### config.mk
export PLATFORM = sky130hd
export DESIGN_NAME = rst_seq
export DESIGN_NICKNAME = d
export VERILOG_FILES = /design/src/rtl/rst_seq.sv
export SDC_FILE = /design/constraint.sdc
export NUM_CORES = 1
export LEC_CHECK = 0
export ABC_AREA = 1
export CAP_MARGIN = 20
export CELL_PAD_IN_SITES_DETAIL_PLACEMENT = 1
export CELL_PAD_IN_SITES_GLOBAL_PLACEMENT = 1
export CORE_MARGIN = 2
export CORE_UTILIZATION = 44
export DETAILED_ROUTE_END_ITERATION = 8
export PLACE_DENSITY_LB_ADDON = 0.1
export SYNTH_ARGS = -nofsm -noshare
export SYNTH_HDL_FRONTEND = slang
export SYNTH_SLANG_ARGS = --single-unit
### constraint.sdc
create_clock -name clk_i -period 1.97 [get_ports clk_i]
set_input_delay 0.394 -clock clk_i [delete_from_list [all_inputs] [get_ports clk_i]]
set_output_delay 0.394 -clock clk_i [all_outputs]
set_load 0.03 [all_outputs]
### src/rtl/rst_seq.sv
// Reset sequencer: merges board, PLL-lock, button and software reset requests,
// holds everything in reset for a minimum time, then releases domains one by one.
module rst_seq #(
  parameter int NUM_DOMAINS     = 3,
  parameter int SYNC_STAGES     = 2,
  parameter int DEBOUNCE_CYCLES = 100000,
  parameter int HOLD_CYCLES     = 16,
  parameter int STAGE_DELAY     = 8,
  parameter int USE_LOCK        = 1
) (
  input  logic                   clk_i,
  input  logic                   arstn_i,
  input  logic                   btn_n_i,
  input  logic                   pll_locked_i,
  input  logic                   sw_rst_i,
  output logic [NUM_DOMAINS-1:0] rst_o,
  output logic                   rst_done_o,
  output logic [2:0]             rst_cause_o
);

  localparam int DW = $clog2(DEBOUNCE_CYCLES + 1);
  localparam int HW = $clog2(HOLD_CYCLES + 1);
  localparam int SW = $clog2(STAGE_DELAY + 1);
  localparam int IW = (NUM_DOMAINS > 1) ? $clog2(NUM_DOMAINS) : 1;
  localparam bit UseLock = (USE_LOCK != 0);

  typedef enum logic [1:0] {HOLD, RELEASE, RUN} state_e;

  logic [SYNC_STAGES-1:0] rstSync_q, btnSync_q, lockSync_q;
  logic                   runEn, rawPressed, lockLoss, req;

  state_e                 state_q, state_d;
  logic                   btnPressed_q, btnPressed_d;
  logic [DW-1:0]          dbCnt_q, dbCnt_d;
  logic [HW-1:0]          holdCnt_q, holdCnt_d;
  logic [SW-1:0]          stageCnt_q, stageCnt_d;
  logic [IW-1:0]          stageIdx_q, stageIdx_d;
  logic [NUM_DOMAINS-1:0] rst_q, rst_d;
  logic                   done_q, done_d;
  logic [2:0]             cause_q, cause_d;

  // Synchronisers run from arstn_i alone so lock/button are already settled by cycle 0
  always_ff @(posedge clk_i or negedge arstn_i) begin
    if (!arstn_i) begin
      rstSync_q  <= '0;
      btnSync_q  <= '1;
      lockSync_q <= '0;
    end else begin
      rstSync_q  <= {rstSync_q[SYNC_STAGES-2:0], 1'b1};
      btnSync_q  <= {btnSync_q[SYNC_STAGES-2:0], btn_n_i};
      lockSync_q <= {lockSync_q[SYNC_STAGES-2:0], pll_locked_i};
    end
  end

  assign runEn      = rstSync_q[SYNC_STAGES-1];
  assign rawPressed = ~btnSync_q[SYNC_STAGES-1];
  assign lockLoss   = UseLock & ~lockSync_q[SYNC_STAGES-1];
  assign req        = btnPressed_q | lockLoss | sw_rst_i;

  always_ff @(posedge clk_i or negedge arstn_i) begin
    if (!arstn_i) begin
      state_q      <= HOLD;
      btnPressed_q <= 1'b0;
      dbCnt_q      <= '0;
      holdCnt_q    <= '0;
      stageCnt_q   <= '0;
      stageIdx_q   <= '0;
      rst_q        <= '1;
      done_q       <= 1'b0;
      cause_q      <= 3'b000;
    end else if (!runEn) begin
      state_q      <= HOLD;
      btnPressed_q <= 1'b0;
      dbCnt_q      <= '0;
      holdCnt_q    <= '0;
      stageCnt_q   <= '0;
      stageIdx_q   <= '0;
      rst_q        <= '1;
      done_q       <= 1'b0;
      cause_q      <= 3'b000;
    end else begin
      state_q      <= state_d;
      btnPressed_q <= btnPressed_d;
      dbCnt_q      <= dbCnt_d;
      holdCnt_q    <= holdCnt_d;
      stageCnt_q   <= stageCnt_d;
      stageIdx_q   <= stageIdx_d;
      rst_q        <= rst_d;
      done_q       <= done_d;
      cause_q      <= cause_d;
    end
  end

  always_comb begin
    state_d = state_q;
    case (state_q)
      HOLD:    if (holdCnt_q == HW'(HOLD_CYCLES) && !req)
                 state_d = (NUM_DOMAINS == 1) ? RUN : RELEASE;
      RELEASE: if (req)
                 state_d = HOLD;
               else if (stageCnt_q == SW'(STAGE_DELAY - 1) && stageIdx_q == IW'(NUM_DOMAINS - 1))
                 state_d = RUN;
      RUN:     if (req) state_d = HOLD;
      default: state_d = HOLD;
    endcase
  end

  always_comb begin
    btnPressed_d = btnPressed_q;
    dbCnt_d      = '0;
    if (rawPressed != btnPressed_q) begin
      if (dbCnt_q == DW'(DEBOUNCE_CYCLES - 1))
        btnPressed_d = rawPressed;
      else
        dbCnt_d = dbCnt_q + DW'(1);
    end

    holdCnt_d  = holdCnt_q;
    stageCnt_d = stageCnt_q;
    stageIdx_d = stageIdx_q;
    rst_d      = rst_q;
    done_d     = done_q;
    cause_d    = cause_q;

    case (state_q)
      HOLD: begin
        rst_d      = '1;
        done_d     = 1'b0;
        stageCnt_d = '0;
        if (req)
          holdCnt_d = '0;
        else if (holdCnt_q != HW'(HOLD_CYCLES))
          holdCnt_d = holdCnt_q + HW'(1);
        if (holdCnt_q == HW'(HOLD_CYCLES) && !req) begin
          rst_d[0]   = 1'b0;
          holdCnt_d  = '0;
          stageIdx_d = IW'(1);
          done_d     = (NUM_DOMAINS == 1);
        end
      end
      RELEASE, RUN: begin
        if (req) begin
          rst_d      = '1;
          done_d     = 1'b0;
          holdCnt_d  = '0;
          stageCnt_d = '0;
          stageIdx_d = '0;
          cause_d    = {sw_rst_i, lockLoss, btnPressed_q};
        end else if (state_q == RELEASE) begin
          if (stageCnt_q == SW'(STAGE_DELAY - 1)) begin
            for (int k = 0; k < NUM_DOMAINS; k++)
              if (IW'(k) == stageIdx_q) rst_d[k] = 1'b0;
            stageCnt_d = '0;
            stageIdx_d = stageIdx_q + IW'(1);
            if (stageIdx_q == IW'(NUM_DOMAINS - 1)) done_d = 1'b1;
          end else begin
            stageCnt_d = stageCnt_q + SW'(1);
          end
        end
      end
      default: rst_d = '1;
    endcase
  end

  assign rst_o       = rst_q;
  assign rst_done_o  = done_q;
  assign rst_cause_o = cause_q;

endmodule

* Word level (Yosys, flattened, before mapping)
Cells that the tools add are included.
** Word-level totals
- Bits of input ports :: 5
- Word-level logic and storage cells :: 110
- Register bits after elaboration :: 44
- Output and inout bits :: 7
** Cells by class
- Equality and inequality tests :: 26
- Add/sub/neg operators :: 4
- Multiplexer cells :: 46
- Reductions and logical operators :: 16
- Bitwise operators :: 4
** Operators by type and width (count)
- 17-bit 2-to-1 mux :: 3
- 4-bit inequality test (second input constant) :: 7
- 5-bit 2-to-1 mux :: 5
- 3-bit 2-to-1 mux :: 7
- 2-bit 2-to-1 mux :: 9
- 17-bit by 1-bit adder with 17-bit output (second input constant) :: 1
- 17-bit equality test (second input constant) :: 1
- 4-bit 2-to-1 mux :: 4
- 3-bit AND reduction :: 5
- 1-bit 2-to-1 mux :: 12
- 5-bit inequality test (second input constant) :: 2
- 5-bit one-hot mux with 2 select lines :: 1
- 3-bit inequality test (second input constant) :: 3
- 2-bit by 1-bit inequality test with 1-bit output (second input constant) :: 4
- 4-bit one-hot mux with 2 select lines :: 1
- 4-bit AND reduction :: 2
- 2-bit one-hot mux with 3 select lines :: 1
- 3-bit one-hot mux with 2 select lines :: 1
- 2-bit AND reduction :: 3
- 5-bit by 1-bit adder with 5-bit output (second input constant) :: 1
- 5-bit equality test (second input constant) :: 1
- 4-bit by 1-bit adder with 4-bit output (second input constant) :: 1
- 2-bit equality test (second input constant) :: 2
- 4-bit by 3-bit equality test with 1-bit output (second input constant) :: 1
- 14 further kinds :: 18

* Logic depth before layout (Yosys ltp)
- Word-level depth :: 8
- Gate-level depth with buffers :: 9
- Mapped depth without buffers :: 9

* Least setup slack after synthesis
Ideal clock, no wire load.
- Kind :: reg2reg
- From :: reg state_q[0]
- To :: reg stageIdx_q[0]
- Stages on the path, launching flop included :: 10
- Slack :: 423 ps
- Data arrival time :: 1430 ps
- Period minus slack after synthesis :: 1547 ps
- Path buffers :: 0
- Required time :: 1853 ps
- Cells stage by stage :: dfrtp_1 inv_1 ha_1 nor2_4 nand2_1 nand2_1 nor2_1 nand2_1 nand2_1 nand2_1
** Between the ends
- Cells in the longest elaborated chain, start to end :: 4
- Elaborated cells on any way between the ends :: 11
- Classes of those cells :: 6 x eq/ne; 2 x mux; 3 x reduce/logical
** RTL lines
- start, declared :: line 32 : state_e state_q, state_d;
- start signal, assigned :: line 82 : state_q <= state_d;
- 2-bit by 1-bit equality test with 1-bit output or 2-bit equality test (tied branches) :: line 125, 149
- 2-bit OR reduction :: line 125 : case (state_q)
- 4-bit inequality test (no line) (tied with other cells)
- 4-bit AND reduction (no line) or 2-bit 2-to-1 mux (tied branches)
- end signal, assigned :: line 87 : stageIdx_q <= stageIdx_d;
- end, declared :: line 37 : logic [IW-1:0] stageIdx_q, stageIdx_d;
Several ways; a longest one is shown, not always the timed one.
A chain may end at the register's enable or synchronous reset.

* Final worst setup path
- From :: reg rst_q[2] (netlist: rst_o[2])
- To :: out rst_o[2]
** RTL lines
- start, declared :: line 38 : logic [NUM_DOMAINS-1:0] rst_q, rst_d;
- start signal, assigned :: line 88 : rst_q <= rst_d;
- end, declared :: line 16 : output logic [NUM_DOMAINS-1:0] rst_o,
No word-level cell between the ends.

==> flow_summary.yaml <==
outcome:
  status: "complete, no violations"
floorplan:
  die_area_mm2: 0.00598
  die_h_um: 77.4
  die_x_um: 77.4
  initial_utilization: 0.461
  row_count: 26
  core_mm2: 0.00514
  pin_count: 12
routing:
  vias_per_cell: 4.96
  postRouteAntennaNets: 0
  dr.pass1.iters: 4
  vias: 1958
  wirelength_um: 5610
  drtIter0Drc: 66
  drc: 0
  wire_per_inst_um: 14.2
critical_path:
  worstReg2RegStart: "state_q[0]$_DFFE_PN0P_"
  regToRegSetupSlack_ps: 180
  required_ps: 1580
  path_buf_inv: 1
  cp-end-kind: "output port"
  crit_type: "flip-flop to output port"
  critPathSlowestCell: "clkdlybuf4s50_1"
  max_stage_delay_ps: 670
  rr_endpoint: "rst_done_o$_DFFE_PN0P_"
  critical_path.startpoint_type: "flip-flop"
  path_cells: "clkdlybuf4s50_1"
  crit_arrival_ps: 1510
  cp_max_fo: 2
  rr_worst_depth: 8
  critical-path-top-delay-family: "buffers and inverters"
global_routing:
  grt_max_degree: 25
  overflow: 0
  antenna_found_initial: 0
  grt_pass1_wl_um: 9940
  grt_usage: 0.209
  grt_pass1_vias: 2118
clock_network:
  htreeDepth: 2
  post_cts_buffers: 0
  cts_buffers: 5
  cts_tree: "built"
  clkSinkCount: 44
  path_clk_slew_ps: 100
  clk_path_buf_depth: 2
  post_cts_resized: 0
  cts_root_buf: "clkbuf_8"
  ctsHoldBuffers: 0
  clk_latency_ps: 310
synth:
  synth_area_mm2: 0.00237
  ys_warn_count: 0
  ys_seq_area_frac: 0.468
  syn_inst: 303
  synth-seq-cells: 44
  syn-num-nets: 320
  avgSynthCellArea_um2: 7.81
  ys_types: 21
layout:
  post_layout_nonfiller_instances: 395
  area_growth_syn_to_layout_pct: 15.2
  final_common_cell: "nand2_1"
  antennaDiodeCount: 0
  final_cell_mix: "nand2_1, nor2_1, inv_1, dfrtp_1, nand3_1"
  nNetsFinal: 341
  fin_util: 0.530
  drive_above_1_share: 0.0800
timing:
  setup_viol: 0
  hold_viol_final: 0
  fmax_mhz: 526
  slew_violations: 0
  fin_skew_ps: 10.8
  tightest_slew_ps: 505
  slew_headroom: 0.663
  rsz0062_at_grt: "false"
  period_minus_slack_ps: 1900
  setup_tns_ps: 0
  fin_crit_sh: 0.966
power:
  vdd_drop_max_v: 0.000408
  power_leakage_nw: 1.27
  power_density_mw_per_mm2: 910
placed_design:
  io_buffers: 11
  gp_congestion: 0.835
  dpl.hpwl_um: 4300
  dpl.cell_count: 387
flow_run:
  max_cap_viol_count: 0
worst_hold_path:
  hp-class: "input port to asynchronous set/reset pin"
## power by group
part / switching, mW / internal, mW / total, mW / leakage, nW
combinational: 0.443 / 0.227 / 0.670 / 0.629
sequential: 0.0656 / 0.998 / 1.06 / 0.582
clock: 0.334 / 0.415 / 0.749 / 0.0614
## area by class of cell
type,count,area [µm²]
timing repair buffer,15,148
inverter,42,158
clock inverter,2,38.8
multi-input combinational,216,1100
clock buffer,6,82.6
fill,652,2410
sequential,44,1110
tap,70,87.6
## logic make-up (layout without fill, tap and decap cells)
family | Yosys count | in the layout | synth area share
AOI/OAI and AO/OA | 17 | 17 | 0.0402
xor gates and xnor gates | 14 | 14 | 0.0518
adders and majority gates | 12 | 12 | 0.0634
buffers and inverters | 43 | 65 | 0.0698
DFF | 44 | 44 | 0.468
other | 1 | 1 | 0.00158
and+or+nand+nor | 172 | 172 | 0.305
## synthesized netlist by cell type
library cell	number	area [µm²]
nand3_1	27	135
o21bai_1	1	7.51
nand2_1	78	293
conb_1	1	3.75
dfrtp_1	39	976
o21ai_0	7	35.0
nor3_1	2	10.0
nor2_1	52	195
buf_4	1	7.51
inv_2	2	7.51
o21ai_1	2	10.0
a21oi_1	4	20.0
nor2_4	1	11.3
o31ai_1	3	22.5
nand4_1	11	68.8
xnor2_1	3	26.3
nand3_2	1	10.0
dfstp_2	5	131
inv_1	40	150
xor2_1	11	96.3
ha_1	12	150
## registers in the layout, summed over array words and instances (netlist names)
signal	count
btnSync_q	2
stageCnt_q	4
rst_cause_o	3
btnPressed_q	1
rstSync_q	2
dbCnt_q	17
lockSync_q	2
stageIdx_q	2
rst_done_o	1
state_q	2
holdCnt_q	5
rst_o	3
## worst max-delay path by stage
stage                                 from                         to  cells after the start
floorplan           state_q[0]$_DFFE_PN0P_  stageIdx_q[0]$_DFFE_PN0P_                      9
global placement                  sw_rst_i   holdCnt_q[2]$_DFFE_PN0P_                      8
detailed placement                sw_rst_i   holdCnt_q[1]$_DFFE_PN0P_                      8
CTS                   rst_o[1]$_DFFE_PN1P_                   rst_o[1]                      1
global route        state_q[0]$_DFFE_PN0P_     rst_done_o$_DFFE_PN0P_                      9
finish                rst_o[2]$_DFFE_PN1P_                   rst_o[2]                      1
## through the flow
| step | total power [mW] | cell area, µm² | hold WS, ps | setup WS, ps |
|---|---|---|---|---|
| 6_report | 2.48 | 2730 | 35.8 | 67.3 |
| 5_1_grt | 2.63 | 2730 | 79.6 | 13.0 |
| 4_1_cts | 2.49 | 2720 | 55.6 | 52.1 |
| 3_5_place_dp | 1.73 | 2590 | 346 | 39.1 |
| 3_3_place_gp | 1.71 | 2590 | 333 | 141 |
| 2_1_floorplan | 1.48 | 2370 | 98.4 | 423 |
## layer usage
layer / track usage / vias up / wire length (µm)
met4: 0.0661 / 0 / 76
met1: 0.300 / 935 / 2970
met2: 0.317 / 27 / 2410
li1: - / 991 / -
met3: 0.0407 / 5 / 150
met5: 0 / - / 0
Note: power is estimated with default switching activity, not from simulation.
